--- src/rtl/out_port_demux_4x8_pkg.sv ---
// Shared constants and types for the 4-port output demux.
//   WIDTH   : data width of the CPU byte and each port register
//   CNT_W   : width of each per-port transfer counter (wraps)
//   NPORTS  : number of output ports
//   SEL_W   : width of the port-select field
//   slot_state_e : per-port holding register state
package out_port_demux_4x8_pkg;

  localparam int WIDTH  = 8;
  localparam int CNT_W  = 8;
  localparam int NPORTS = 4;
  localparam int SEL_W  = 2;

  typedef enum logic {
    EMPTY = 1'b0,
    FULL  = 1'b1
  } slot_state_e;

endpackage

--- src/rtl/out_port_demux_4x8_if.sv ---
// Handshake bundle between the CPU write path, the demux and the four
// output peripherals.
//   in_valid/in_sel/in_data/in_ready : CPU offer and stall
//   out_data0..3/out_valid/out_ack    : per-port held byte, valid and consume
// master = CPU and peripherals side, slave = the demux.
interface out_port_demux_4x8_if
  import out_port_demux_4x8_pkg::*;
#(
  parameter int W = WIDTH
);
  logic              in_valid;
  logic [SEL_W-1:0]  in_sel;
  logic [W-1:0]      in_data;
  logic              in_ready;
  logic [W-1:0]      out_data0;
  logic [W-1:0]      out_data1;
  logic [W-1:0]      out_data2;
  logic [W-1:0]      out_data3;
  logic [NPORTS-1:0] out_valid;
  logic [NPORTS-1:0] out_ack;

  modport master (
    output in_valid, in_sel, in_data, out_ack,
    input  in_ready, out_data0, out_data1, out_data2, out_data3, out_valid
  );

  modport slave (
    input  in_valid, in_sel, in_data, out_ack,
    output in_ready, out_data0, out_data1, out_data2, out_data3, out_valid
  );
endinterface

--- src/rtl/out_port_demux_4x8_slot.sv ---
// One output-port holding register with its EMPTY/FULL FSM and
// completed-transfer counter.
//   clk, rst  : clock, synchronous active-high reset
//   wr_en     : decoded, already-accepted write strobe for this port
//   wr_data   : byte to load
//   ack       : peripheral consume request
//   data      : held byte
//   valid     : port holds an unconsumed byte
//   xfer_cnt  : completed deliveries (wraps)
//   ack_err   : single-cycle pulse, ack seen while EMPTY
//
// state | meaning
// EMPTY | no byte held, valid=0
// FULL  | byte held and offered to the peripheral, valid=1
module out_port_demux_4x8_slot
  import out_port_demux_4x8_pkg::*;
#(
  parameter int W  = WIDTH,
  parameter int CW = CNT_W
) (
  input  logic          clk,
  input  logic          rst,
  input  logic          wr_en,
  input  logic [W-1:0]  wr_data,
  input  logic          ack,
  output logic [W-1:0]  data,
  output logic          valid,
  output logic [CW-1:0] xfer_cnt,
  output logic          ack_err
);

  slot_state_e state_q, state_d;
  logic        consume;

  always_ff @(posedge clk) begin
    if (rst) state_q <= EMPTY;
    else     state_q <= state_d;
  end

  always_comb begin
    state_d = state_q;
    consume = 1'b0;
    ack_err = 1'b0;
    case (state_q)
      EMPTY: begin
        ack_err = ack;
        if (wr_en) state_d = FULL;
      end
      FULL: begin
        consume = ack;
        // a write in the same cycle as the consume keeps the port full
        if (wr_en)    state_d = FULL;
        else if (ack) state_d = EMPTY;
      end
      default: state_d = EMPTY;
    endcase
  end

  always_ff @(posedge clk) begin
    if (rst) begin
      data     <= '0;
      xfer_cnt <= '0;
    end else begin
      if (wr_en)   data     <= wr_data;
      if (consume) xfer_cnt <= xfer_cnt + 1'b1;
    end
  end

  assign valid = (state_q == FULL);

endmodule

--- src/rtl/out_port_demux_4x8.sv ---
// Routes one CPU byte per cycle into one of four output-port holding
// registers and stalls the CPU while the selected port is occupied.
//   clk, rst      : clock, synchronous active-high reset
//   bus           : CPU offer / per-port handshake bundle (slave side)
//   xfer_cnt0..3  : completed deliveries per port
//   ack_err       : sticky, an ack arrived on an empty port
module out_port_demux_4x8
  import out_port_demux_4x8_pkg::*;
#(
  parameter int W  = WIDTH,
  parameter int CW = CNT_W
) (
  input  logic                clk,
  input  logic                rst,
  out_port_demux_4x8_if.slave bus,
  output logic [CW-1:0]       xfer_cnt0,
  output logic [CW-1:0]       xfer_cnt1,
  output logic [CW-1:0]       xfer_cnt2,
  output logic [CW-1:0]       xfer_cnt3,
  output logic                ack_err
);

  logic [NPORTS-1:0] slot_valid;
  logic [NPORTS-1:0] slot_err;
  logic [NPORTS-1:0] wr_strobe;
  logic [W-1:0]      slot_data [NPORTS];
  logic [CW-1:0]     slot_cnt  [NPORTS];
  logic              accept;

  // a full port can take a new byte in the same cycle it is being consumed
  assign bus.in_ready = !slot_valid[bus.in_sel] || bus.out_ack[bus.in_sel];
  assign accept       = bus.in_valid && bus.in_ready;

  for (genvar i = 0; i < NPORTS; i++) begin : g_slot
    assign wr_strobe[i] = accept && (bus.in_sel == SEL_W'(i));

    out_port_demux_4x8_slot #(.W(W), .CW(CW)) u_slot (
      .clk      (clk),
      .rst      (rst),
      .wr_en    (wr_strobe[i]),
      .wr_data  (bus.in_data),
      .ack      (bus.out_ack[i]),
      .data     (slot_data[i]),
      .valid    (slot_valid[i]),
      .xfer_cnt (slot_cnt[i]),
      .ack_err  (slot_err[i])
    );
  end

  assign bus.out_valid = slot_valid;
  assign bus.out_data0 = slot_data[0];
  assign bus.out_data1 = slot_data[1];
  assign bus.out_data2 = slot_data[2];
  assign bus.out_data3 = slot_data[3];
  assign xfer_cnt0     = slot_cnt[0];
  assign xfer_cnt1     = slot_cnt[1];
  assign xfer_cnt2     = slot_cnt[2];
  assign xfer_cnt3     = slot_cnt[3];

  always_ff @(posedge clk) begin
    if (rst)            ack_err <= 1'b0;
    else if (|slot_err) ack_err <= 1'b1;
  end

endmodule

--- src/flat_wrapper.sv ---
// flat-port wrapper written by rule: the top's interface ports become plain ports
module out_port_demux_4x8_flat import out_port_demux_4x8_pkg::*;
#(
  parameter int W  = WIDTH,
  parameter int CW = CNT_W
)
  (clk, rst, xfer_cnt0, xfer_cnt1, xfer_cnt2, xfer_cnt3, ack_err, bus_in_valid, bus_in_sel, bus_in_data, bus_out_ack, bus_in_ready, bus_out_data0, bus_out_data1, bus_out_data2, bus_out_data3, bus_out_valid);
  out_port_demux_4x8_if #(.W(W)) bus_i ();
  input  logic clk;
  input  logic rst;
  output logic [CW-1:0] xfer_cnt0;
  output logic [CW-1:0] xfer_cnt1;
  output logic [CW-1:0] xfer_cnt2;
  output logic [CW-1:0] xfer_cnt3;
  output logic ack_err;
  input wire logic [$bits(bus_i.in_valid)-1:0] bus_in_valid;
  input wire logic [$bits(bus_i.in_sel)-1:0] bus_in_sel;
  input wire logic [$bits(bus_i.in_data)-1:0] bus_in_data;
  input wire logic [$bits(bus_i.out_ack)-1:0] bus_out_ack;
  output wire logic [$bits(bus_i.in_ready)-1:0] bus_in_ready;
  output wire logic [$bits(bus_i.out_data0)-1:0] bus_out_data0;
  output wire logic [$bits(bus_i.out_data1)-1:0] bus_out_data1;
  output wire logic [$bits(bus_i.out_data2)-1:0] bus_out_data2;
  output wire logic [$bits(bus_i.out_data3)-1:0] bus_out_data3;
  output wire logic [$bits(bus_i.out_valid)-1:0] bus_out_valid;
  assign bus_i.in_valid = bus_in_valid;
  assign bus_i.in_sel = bus_in_sel;
  assign bus_i.in_data = bus_in_data;
  assign bus_i.out_ack = bus_out_ack;
  assign bus_in_ready = bus_i.in_ready;
  assign bus_out_data0 = bus_i.out_data0;
  assign bus_out_data1 = bus_i.out_data1;
  assign bus_out_data2 = bus_i.out_data2;
  assign bus_out_data3 = bus_i.out_data3;
  assign bus_out_valid = bus_i.out_valid;
  out_port_demux_4x8 #(.W(W), .CW(CW)) u_core (.clk(clk), .rst(rst), .bus(bus_i), .xfer_cnt0(xfer_cnt0), .xfer_cnt1(xfer_cnt1), .xfer_cnt2(xfer_cnt2), .xfer_cnt3(xfer_cnt3), .ack_err(ack_err));
endmodule
--- config.mk ---
export PLATFORM = sky130hd
export DESIGN_NAME = out_port_demux_4x8_flat
export DESIGN_NICKNAME = d
export VERILOG_FILES = /design/src/rtl/out_port_demux_4x8_pkg.sv /design/src/rtl/out_port_demux_4x8_if.sv /design/src/rtl/out_port_demux_4x8_slot.sv /design/src/rtl/out_port_demux_4x8.sv /design/src/flat_wrapper.sv
export SDC_FILE = /design/constraint.sdc
export NUM_CORES = 1
export LEC_CHECK = 0
export ABC_CLOCK_PERIOD_IN_PS = 2550
export CAP_MARGIN = 15
export CORE_MARGIN = 10
export CORE_UTILIZATION = 50
export DETAILED_ROUTE_END_ITERATION = 8
export PLACE_DENSITY = 0.89
export SETUP_SLACK_MARGIN = 0.4
export SYNTH_ARGS = -nofsm -noshare
export SYNTH_HDL_FRONTEND = slang
export SYNTH_SLANG_ARGS = --single-unit
--- constraint.sdc ---
create_clock -name clk -period 2.55 [get_ports clk]
set_input_delay 0.51 -clock clk [delete_from_list [all_inputs] [get_ports clk]]
set_output_delay 0.51 -clock clk [all_outputs]
set_load 0.05 [all_outputs]
### Word level (Yosys, flattened, before mapping)

Index checks and enable logic that the tools add are counted.
Widths: inputs -> output; s select.

| cells by class | value |
|---|---|
| add/sub/neg operators | 4 |
| magnitude comparators | 1 |
| equal/unequal tests | 3 |
| mux-type cells | 28 |
| bitwise operators | 4 |
| reductions and logical operators | 9 |

Operators with widths:

| cell | count |
|---|---|
| $add 8x1->8 const B | 4 |
| $mux 1 | 22 |
| $pmux 1 s2 | 4 |
| $logic_and 1x1->1 | 5 |
| $bmux 1 s2 | 2 |
| $eq 2x2->1 const B | 2 |
| $not 1->1 | 4 |
| $reduce_or 4->1 | 1 |
| $lt 2x3->1 const B | 1 |
| $eq 2x1->1 const B | 1 |
| $logic_not 2->1 | 1 |
| $logic_not 1->1 | 1 |
| $logic_or 1x1->1 | 1 |

| storage, ports and cells | value |
|---|---|
| register bits after elaboration | 69 |
| input port bits | 17 |
| output and inout bits | 70 |
| logic and storage cells | 62 |

### Logic depth before layout (Yosys ltp)

| logic depth | value |
|---|---|
| depth in word-level cells | 8 |
| mapped depth | 5 |
| gate-level depth less buffers | 4 |

### Modules after synthesis

From an unflattened synthesis, not the netlist that was laid out.

| unflattened totals | value |
|---|---|
| cells, all modules | 297 |
| area total of the unflattened synthesis | 2,797.7 µm² |

Modules (own cells, without submodules):

| module | instances | cells each | area each (µm²) | sequential area each (µm²) |
|---|---|---|---|---|
| out_port_demux_4x8_slot | 4 | 71 | 665.6 | 340.3 |
| out_port_demux_4x8 | 1 | 13 | 135.1 | 20.0 |

### Least setup slack after synthesis

No wires, ideal clock.

| timing path | value |
|---|---|
| path kind | in2out |
| from | input port bus_out_ack[3] |
| to | output port bus_in_ready |
| arrival time | 1,616 ps |
| required time | 2,040 ps |
| slack | 424 ps |
| stages | 4 |
| buffers on the path | 2 |
| cells stage by stage | buf_2 > nand2b_1 > clkbuf_1 > mux4_2 |

| on the way | value |
|---|---|
| longest elaborated chain between the ends | 3 |

RTL lines:

| what | RTL line | RTL |
|---|---|---|
| start, declared | flat_wrapper.sv:19 | `input wire logic [$bits(bus_i.out_ack)-1:0] bus_out_ack;` |
| $bmux 1 s2 | out_port_demux_4x8.sv:31 | `assign bus.in_ready = !slot_valid[bus.in_sel] \|\| bus.out_ack[bus.in_sel];` |
| $mux 1 (not written as such) | out_port_demux_4x8.sv:31 |  |
| $logic_or 1x1->1 | out_port_demux_4x8.sv:31 |  |
| end, declared | flat_wrapper.sv:20 | `output wire logic [$bits(bus_i.in_ready)-1:0] bus_in_ready;` |

No other way between the ends. The select of a mux whose other input is x is not followed.

### Final worst setup path

| timing path | value |
|---|---|
| from | register u_core.g_slot[2].u_slot.state_q |
| to | output port bus_in_ready |

| on the way | value |
|---|---|
| longest elaborated chain between the ends | 4 |

RTL lines:

| what | RTL line | RTL |
|---|---|---|
| start, declared | out_port_demux_4x8_slot.sv:32 | `slot_state_e state_q, state_d;` |
| start signal, assigned | out_port_demux_4x8_slot.sv:37 | `else state_q <= state_d;` |
| $bmux 1 s2 | out_port_demux_4x8.sv:31 |  |
| $mux 1 (not written as such) | out_port_demux_4x8.sv:31 |  |
| $logic_not 1->1 | out_port_demux_4x8.sv:31 |  |
| $logic_or 1x1->1 | out_port_demux_4x8.sv:31 |  |

No other way between the ends. The select of a mux whose other input is x is not followed.

==> flow_metrics.tcl <==
set metrics [dict create \
    hpwl_um 5949 \
    cts_tree "done" \
    synth-seq-area-share_pct 47.04 \
    io_pins 87 \
    nets 449 \
    cp-start-kind "register" \
    rows 27 \
    grt_pass1_wl_um 13490 \
    core-area_um2 5608 \
    grt_max_degree 70 \
    power_switching_uw 601.1 \
    dr.pass1.iters 6 \
    ys.flop_type "dfxtp_1" \
    finalMaxSlewViolations 0 \
    fin_hold_ws_ps 482.4 \
    path_clk_slew_ps 80 \
    cp.arrival_ps 1620 \
    port_buffers 86 \
    drive_gt1_share_pct 9.238 \
    vias_per_cell 5.855 \
    synth_cells 347 \
    grt.overflow.total 0 \
    min_period_ps 2131 \
    post_cts_buffers 0 \
    ctsHtreeMaxLevel 3 \
    root_buffer "clkbuf_8" \
    p_comb_share_pct 10.4 \
    hold_class "reg2reg" \
    start_util_pct 52.37 \
    routed_wl_um 8553 \
    skew_ps 7.476 \
    drt-initial-drc-count 186 \
    crit_required_ps 2040 \
    antenna_found_initial 0 \
    async_flop_share_pct 0 \
    antenna_cells 0 \
    max_cap_violations 0 \
    synth-edff-count 0 \
    p_clk_share_pct 44.2 \
    clock_latency_ps 340 \
    cts_buffer_depth 2 \
    syn_area_um2 2937 \
    yosysWarnings 0 \
    synth_top_cell_area_share_pct 47.04 \
    finalSetupViolations 0 \
    area_growth_pct 41.71 \
    syn_nets 368 \
    yosysTopAreaCell "dfxtp_1" \
    power_frac_seq_pct 45.4 \
    die_x_um 96.64 \
    ys_types 30 \
    tns_ps 0 \
    stdcell_area_um2 4161 \
    postCtsHoldBufs 0 \
    grt_pass1_vias 2752 \
    synthTopCellsByArea "dfxtp_1 (47%), a21oi_1 (11%), nand3_1 (7.7%)" \
    fp.dieArea_um2 9338 \
    path_max_fanout 9 \
    drcViolationCount 0 \
    status "complete, no violations" \
    synth.most_common_cell "dfxtp_1" \
    total_power_mw 2.463 \
    crit_path_end_kind "output pin" \
    placed_cell_area_um2 3834 \
    power.density_nw_per_um2 592.0 \
    tightest_slew_ps 688.7 \
    p_int_mw 1.862 \
    maxSlewHeadroom_pct 54.08 \
    die_h_um 96.64 \
    ir_drop_uv 423.9 \
    wire_per_inst_um 16.94 \
    ctsResizeCount 8 \
    yosys-top-cells-count "dfxtp_1 (69), a21oi_1 (62), nand3_1 (45)" \
    crit_type "reg2out" \
    place.gp.congestion 0.8200 \
    period_share_pct 83.55 \
    vias 2957 \
    cts_made_buffers 9 \
    p_leak_nw 1.657 \
    ys_ff_latch 69 \
    p_sw_share_pct 24.40 \
    rsz0062_at_grt "yes" \
    cts_sinks 69 \
    syn_area_per_cell_um2 8.463 \
    drtAntennaViolNets 0 \
    track_usage_pct 16.92 \
    hold_viol_final 0 \
    fmax_mhz 469.4 \
]
[layout make-up]
cell class | instances | area, µm²
multi-input combinational | 240 | 1419
tap | 72 | 90.09
sequential | 69 | 1384
fill | 450 | 1446
inverter | 12 | 45.04
clock inverter | 6 | 110.1
timing repair buffer | 96 | 975.9
clock buffer | 10 | 137.6
[per-stage QoR]
stage / cells / setup slack (ps) / util (%)
after CTS: 505 / 257.3 / 73.03
final: 505 / 419.5 / 74.21
after global routing: 505 / 364.7 / 74.21
after detailed placement: 489 / 182.2 / 68.36
after global placement: 489 / 214.8 / 68.36
after floorplan: 347 / 424.2 / -
[worst max-delay path, stage by stage (launching register included)]
cell	delay, ps
dfxtp_1	540
nand2b_4	90
mux4_2	480
buf_8	170
[state kept, by name, indices dropped and copies added, names as in the netlist]
name	flops
u_core.g_slot.u_slot.xfer_cnt	32
u_core.g_slot.u_slot.valid	4
u_core.g_slot.u_slot.data	32
u_core.ack_err	1
[layer usage]
| layer | global-route usage, % | share of wire (%) | vias to the layer above | routed length, µm |
|---|---|---|---|---|
| met5 | 0 | 0 | - | 0 |
| met4 | 8.117 | 2.6 | 0 | 224 |
| met2 | 27.76 | 48 | 116 | 4096 |
| met3 | 6.671 | 8.4 | 23 | 715 |
| li1 | - | - | 1420 | - |
| met1 | 18.63 | 41 | 1398 | 3516 |
[final timing paths]
path	from	endpoint	slack (ps)	cells after the start
worst max-delay path	u_core.g_slot[2].u_slot.valid$_SDFF_PP0_	bus_in_ready	420	3
worst min-delay path	u_core.g_slot[2].u_slot.data[6]$_SDFFE_PP0P_	u_core.g_slot[2].u_slot.data[6]$_SDFFE_PP0P_	480	2
worst min register to register	u_core.g_slot[2].u_slot.data[6]$_SDFFE_PP0P_	u_core.g_slot[2].u_slot.data[6]$_SDFFE_PP0P_	480	2
worst max register to register	u_core.g_slot[0].u_slot.valid$_SDFF_PP0_	u_core.g_slot[0].u_slot.data[3]$_SDFFE_PP0P_	1070	3
[cell usage in the layout (no fill, tap or decap), drive strengths merged, types with 2 or more instances in the layout]
| cell type | netlist | final |
|---|---|---|
| dfxtp | 69 | 69 |
| a21oi | 62 | 62 |
| clkdlybuf4s50 | 0 | 62 |
| nand3 | 45 | 45 |
| o21ai | 44 | 44 |
| dlymetal6s2s | 0 | 18 |
| or3 | 12 | 12 |
| inv | 12 | 12 |
| nand2 | 12 | 12 |
| buf | 11 | 12 |
| nand4 | 12 | 12 |
| clkbuf | 15 | 10 |
| o31ai | 8 | 8 |
| or4 | 8 | 8 |
| nor2 | 8 | 8 |
| nand2b | 4 | 4 |
| nor2b | 4 | 4 |
| xnor2 | 4 | 4 |
| xor2 | 4 | 4 |
| ha | 4 | 4 |
| dlygate4sd2 | 0 | 4 |
| bufinv | 0 | 3 |
| and3b | 2 | 2 |
| nand3b | 2 | 2 |
| clkinvlp | 0 | 2 |
[power by group through the flow]
stage          Combinational [mW]  Clock, mW  Sequential, mW
6_report                    0.256       1.09            1.12
5_1_grt                     0.271       1.15            1.12
4_1_cts                     0.255       1.10            1.12
3_5_place_dp                0.253          0            1.14
3_3_place_gp                0.249          0            1.14
2_1_floorplan              0.0886          0            1.21
[logic make-up after synthesis]
logic type | synth area share, %
buf+inv | 5.666
xor+xnor | 2.386
mux | 0.7669
compound gates | 20.45
flops | 47.04
fa+ha+maj | 1.704
simple gates | 21.99
(Power assumes the default switching activity.)
